==> src/rtl/dmem_arbiter.sv <==
// Two-port data-memory arbiter: core and debug/loader share one single-port memory.
// Round-robin on contention, with a bounded exclusive lock for debug bursts.
module dmem_arbiter #(
  parameter int unsigned ADDR_W   = 10,
  parameter int unsigned DATA_W   = 32,
  parameter int unsigned LOCK_MAX = 16
) (
  input  logic                clk,
  input  logic                rst,
  // core port
  input  logic                c_req,
  input  logic                c_we,
  input  logic [ADDR_W-1:0]   c_addr,
  input  logic [DATA_W-1:0]   c_wdata,
  input  logic [DATA_W/8-1:0] c_wstrb,
  output logic                c_gnt,
  output logic                c_rvalid,
  output logic [DATA_W-1:0]   c_rdata,
  // debug/loader port
  input  logic                d_req,
  input  logic                d_we,
  input  logic [ADDR_W-1:0]   d_addr,
  input  logic [DATA_W-1:0]   d_wdata,
  input  logic [DATA_W/8-1:0] d_wstrb,
  input  logic                d_lock,
  output logic                d_gnt,
  output logic                d_rvalid,
  output logic [DATA_W-1:0]   d_rdata,
  // memory side
  output logic                mem_en,
  output logic                mem_we,
  output logic [ADDR_W-1:0]   mem_addr,
  output logic [DATA_W-1:0]   mem_wdata,
  output logic [DATA_W/8-1:0] mem_wstrb,
  input  logic [DATA_W-1:0]   mem_rdata
);

  localparam int unsigned STRB_W = DATA_W / 8;
  localparam int unsigned CNT_W  = $clog2(LOCK_MAX + 1);

  localparam logic [1:0] IDLE      = 2'd0;
  localparam logic [1:0] LAST_CORE = 2'd1;
  localparam logic [1:0] LAST_DBG  = 2'd2;
  localparam logic [1:0] LOCK      = 2'd3;

  logic [1:0]       state_q, state_d;
  logic [CNT_W-1:0] lock_cnt_q, lock_cnt_d;
  logic             rvalid_q;
  logic             owner_q;
  logic             gnt_c, gnt_d;
  logic             lock_full;

  assign lock_full = (lock_cnt_q == CNT_W'(LOCK_MAX));

  always_comb begin
    gnt_c = 1'b0;
    gnt_d = 1'b0;
    if (!rst) begin
      if (state_q == LOCK && lock_full && c_req) begin
        gnt_c = 1'b1;
      end else if (state_q == LOCK && d_req && d_lock) begin
        gnt_d = 1'b1;
      end else if (c_req && d_req) begin
        // leaving LOCK falls through here and behaves like LAST_DBG
        if (state_q == LAST_CORE) gnt_d = 1'b1;
        else                      gnt_c = 1'b1;
      end else begin
        gnt_c = c_req;
        gnt_d = d_req;
      end
    end
  end

  always_comb begin
    state_d    = IDLE;
    lock_cnt_d = '0;
    if (gnt_c) begin
      state_d = LAST_CORE;
    end else if (gnt_d && d_lock) begin
      state_d = LOCK;
      if (state_q != LOCK) lock_cnt_d = CNT_W'(1);
      else if (lock_full)  lock_cnt_d = lock_cnt_q;
      else                 lock_cnt_d = lock_cnt_q + CNT_W'(1);
    end else if (gnt_d) begin
      state_d = LAST_DBG;
    end
  end

  always_comb begin
    mem_we    = 1'b0;
    mem_addr  = '0;
    mem_wdata = '0;
    mem_wstrb = '0;
    if (gnt_c) begin
      mem_we    = c_we;
      mem_addr  = c_addr;
      mem_wdata = c_wdata;
      mem_wstrb = c_wstrb;
    end else if (gnt_d) begin
      mem_we    = d_we;
      mem_addr  = d_addr;
      mem_wdata = d_wdata;
      mem_wstrb = d_wstrb;
    end
  end

  assign c_gnt  = gnt_c;
  assign d_gnt  = gnt_d;
  assign mem_en = gnt_c | gnt_d;

  always_ff @(posedge clk or posedge rst) begin
    if (rst) begin
      state_q    <= IDLE;
      lock_cnt_q <= '0;
      rvalid_q   <= 1'b0;
      owner_q    <= 1'b0;
    end else begin
      state_q    <= state_d;
      lock_cnt_q <= lock_cnt_d;
      rvalid_q   <= mem_en & ~mem_we;
      owner_q    <= gnt_d;
    end
  end

  // owner_q routes the one-cycle-late memory data back to whoever issued the read
  assign c_rvalid = rvalid_q & ~owner_q;
  assign d_rvalid = rvalid_q & owner_q;
  assign c_rdata  = c_rvalid ? mem_rdata : '0;
  assign d_rdata  = d_rvalid ? mem_rdata : '0;

  logic unused_strb_w;
  assign unused_strb_w = (STRB_W == 0);

endmodule
==> config.mk <==
export PLATFORM = sky130hd
export DESIGN_NAME = dmem_arbiter
export DESIGN_NICKNAME = d
export VERILOG_FILES = /design/src/rtl/dmem_arbiter.sv
export SDC_FILE = /design/constraint.sdc
export NUM_CORES = 1
export LEC_CHECK = 0
export CAP_MARGIN = 20
export CORE_AREA = 4 4 95 97
export DETAILED_ROUTE_END_ITERATION = 7
export DIE_AREA = 0 0 99 101
export PLACE_DENSITY = 0.71
export SYNTH_ARGS = -nofsm -noshare
export SYNTH_HDL_FRONTEND = slang
export SYNTH_SLANG_ARGS = --single-unit
==> constraint.sdc <==
create_clock -name clk -period 4.38 [get_ports clk]
set_clock_uncertainty 0.05 [all_clocks]
set_input_delay 1.314 -clock clk [delete_from_list [all_inputs] [get_ports clk]]
set_output_delay 1.314 -clock clk [all_outputs]
set_load 0.02 [all_outputs]
==> metrics <==
status finished, final reports clean; Critical Path Source Type input port; die extent in x 99 µm; Gate Count Post-Synth 177; Reg clk slew, reported paths 40 ps; DR vias 2,370; Cell variety after synth 25; maximum VDD drop 0.0701 mV; pin count of the biggest net entering global routing 38; WL met1 3.32 mm; diode count 0; overall routing resource usage 15.5%; num ports 247; FILL cells 780; Pwr Density 146 nW/µm²; CTS Sinks 9; ranking of synthesized cells by area a22o_1 (29%), dfrtp_1 (16%), and2_1 (14%); crit path from c_req; row count 33; post-DR wirelength/cell 16.9 µm; Reg2Reg Launch Point lock_cnt_q[0]; CTS Buffer Depth 2; vias in the first global route 2,311; port bufs 246; critical path class input port to output pin; core region area 8130 µm²; final antenna-violating net count 0; DRC viols 0; Post-DP HPWL 7.40 mm; cell depth of the worst setup path 9; DRT iter0 DRCs 61; relative slew slack 82.1%; hold path cells 2; GPL Wtd Cong 0.865; worst reg-to-reg path cell count 8; RSZ-0062 raised after global routing no; Hold Path Class flop to flop; family with the most delay on the worst path buffers and inverters; crit path cell chain clkdlybuf4s50_1 -> inv_1 -> o21ai_0 -> buf_4 -> a21oi_4 -> buf_6 -> clkbuf_16 -> a22o_1 -> buf_2; Critical Path End Type output pin; Tcrit/Tclk final 98.4%; post-route insts no fill 530; cts bufs inserted 3; Final min period 4310 ps; setup slack, reg-to-reg 2550 ps; Yosys reg bits 9; Data arrival, critical path 2940 ps; worst-path maximum fanout 12; DP Cell Count 522; Yosys top cell by area a22o_1; router iterations before antenna repair 4; EDFF count, synth 0; Met3 Routed Length 935 µm; Die H 101 µm; share of flip-flops with an asynchronous set or reset 100%; Leak Pwr 1.83 nW; Least-Margin Pin Slew 268 ps; Critical Path RT 3020 ps; cell area after synthesis 1450 µm²; worst-skew pair later-pin latency 230 ps; Synth warnings 0; GRT overflow 0; Post-Syn Nets 310; H-tree levels 1; global-route wire length before repair 12.4 mm; Max Cap Viol 0; critical path endpoint mem_wdata[20]; antenna violations before repair 0; sequential element share of the synthesized area 15.5%; Area growth syn-to-layout 171%; vias per inst 4.47; most common cell in the netlist a22o_1; CTS tree yes; Die ar. 10000 µm²; pre-CTS setup slack -394 ps; CP peak stage delay 480 ps; layout net count 559; CTS Hold Bufs 0; total power draw 0.000576 W; WP buf/inv 6; mean post-synth cell area 8.21 µm²; Initial Util 17.9%; FMAX 232 MHz; share of layout cells above drive strength 1 17.6%; Top FF cell, synth dfrtp_1; fin worst setup slack 71.3 ps; Reg-to-Reg End rvalid_q; Synth top area share 28.9%; Root Driver clkbuf_8; Routed WL 8.96 mm; Final Max Slew Viols 0; Final Hold Vio Count 0; top routing layer used met4; commonest cells in the netlist a22o_1 (48), and2_1 (33), and3_1 (33); Setup-failing EPs final 0; met2 WL 4.61 mm; Slowest cell on crit path clkdlybuf4s50_1
layout make-up:
class                   instances  area [µm²]  area share (%)
flip-flops and latches          9         225            5.72
inverters                       7        26.3           0.667
well taps                     105         131            3.34
repair buffers                264        2460            62.5
multi-input cells             141        1050            26.7
clock buffers                   4        45.0            1.14
cells in the final DEF, fill, tap and decap left out:
cell / count
nor2_1: 3
o2111a_2: 1
nor3_1: 1
clkdlybuf4s50_1: 194
and2_1: 33
xnor2_1: 2
clkbuf_16: 2
a21oi_1: 1
buf_12: 3
dlygate4sd2_1: 2
a22o_1: 48
inv_1: 7
a21oi_4: 1
or2_4: 1
buf_6: 1
nand3_1: 3
or2_2: 1
xor2_1: 2
clkbuf_8: 3
ha_1: 2
dlymetal6s2s_1: 2
a21o_1: 1
nor2b_1: 2
mux2i_1: 1
clkbuf_1: 1
and3_1: 33
a2111o_1: 1
buf_4: 22
nand3_2: 1
nand2_1: 1
o21ai_0: 1
and4bb_4: 1
dfrtp_1: 9
buf_2: 38
registers in the layout, summed over array words and instances, names as in the netlist:
| signal | count |
|---|---|
| rvalid_q | 1 |
| owner_q | 1 |
| lock_cnt_q | 5 |
| state_q | 2 |
worst min-delay path by stage:
stage	from	to	slack (ps)
floorplan	lock_cnt_q[4]	lock_cnt_q[4]	460
global placement	lock_cnt_q[4]	lock_cnt_q[4]	480
detailed placement	lock_cnt_q[4]	lock_cnt_q[4]	510
CTS	lock_cnt_q[4]	lock_cnt_q[4]	520
global route	lock_cnt_q[4]	lock_cnt_q[4]	550
finish	lock_cnt_q[4]	lock_cnt_q[4]	510
metal layers:
layer / vias to the layer above / global-route usage, %
met3: 10 / 4.50
met1: 1040 / 16.3
met5: - / 0
met2: 162 / 30.6
li1: 1158 / -
met4: 0 / 2.42
tightest hold or removal path, cell delays in order, from the launching register on:
cell and delay [ps]:
dfrtp_1 370, xor2_1 80, nor2_1 80
report_power, final:
part / internal, W / switching (W)
logic: 0.000220 / 0.000173
clock network: 0.0000632 / 0.0000307
registers: 0.0000867 / 0.00000271
through the flow:
| step | hold WS, ps | util, % | TNS [ps] | instance area (µm²) |
|---|---|---|---|---|
| detailed placement | 505 | 49.4 | -16470 | 4020 |
| global route | 546 | 48.4 | 0 | 3940 |
| finish | 515 | 48.4 | 0 | 3940 |
| global placement | 481 | 49.4 | -15730 | 4020 |
| CTS | 516 | 48.0 | 0 | 3900 |
| floorplan | 456 | - | 0 | 1450 |
logic make-up (layout without fill, tap and decap cells):
family                   count (synthesis)  after routing  synth area share [%]
AO/OA/AOI/OAI                           54             54                  32.8
buffers and inverters                   27            275                  12.7
XOR/XNOR                                 4              4                  2.41
flip-flops                               9              9                  15.5
multiplexers                             1              1                 0.689
adder cells (fa/ha/maj)                  2              2                  1.72
AND/OR/NAND/NOR                         80             80                  34.2
what timing repair did:
action / 4_1_cts / 5_1_grt
gates resized for setup: 197 / 7
hold endpoints to repair: 0 / 0
gates cloned: 1 / 2
buffers inserted: 2 / 0
pin swaps: 2 / 2
endpoints found under the setup margin: 49 / 49
Power figures use the tool's default switching activity.
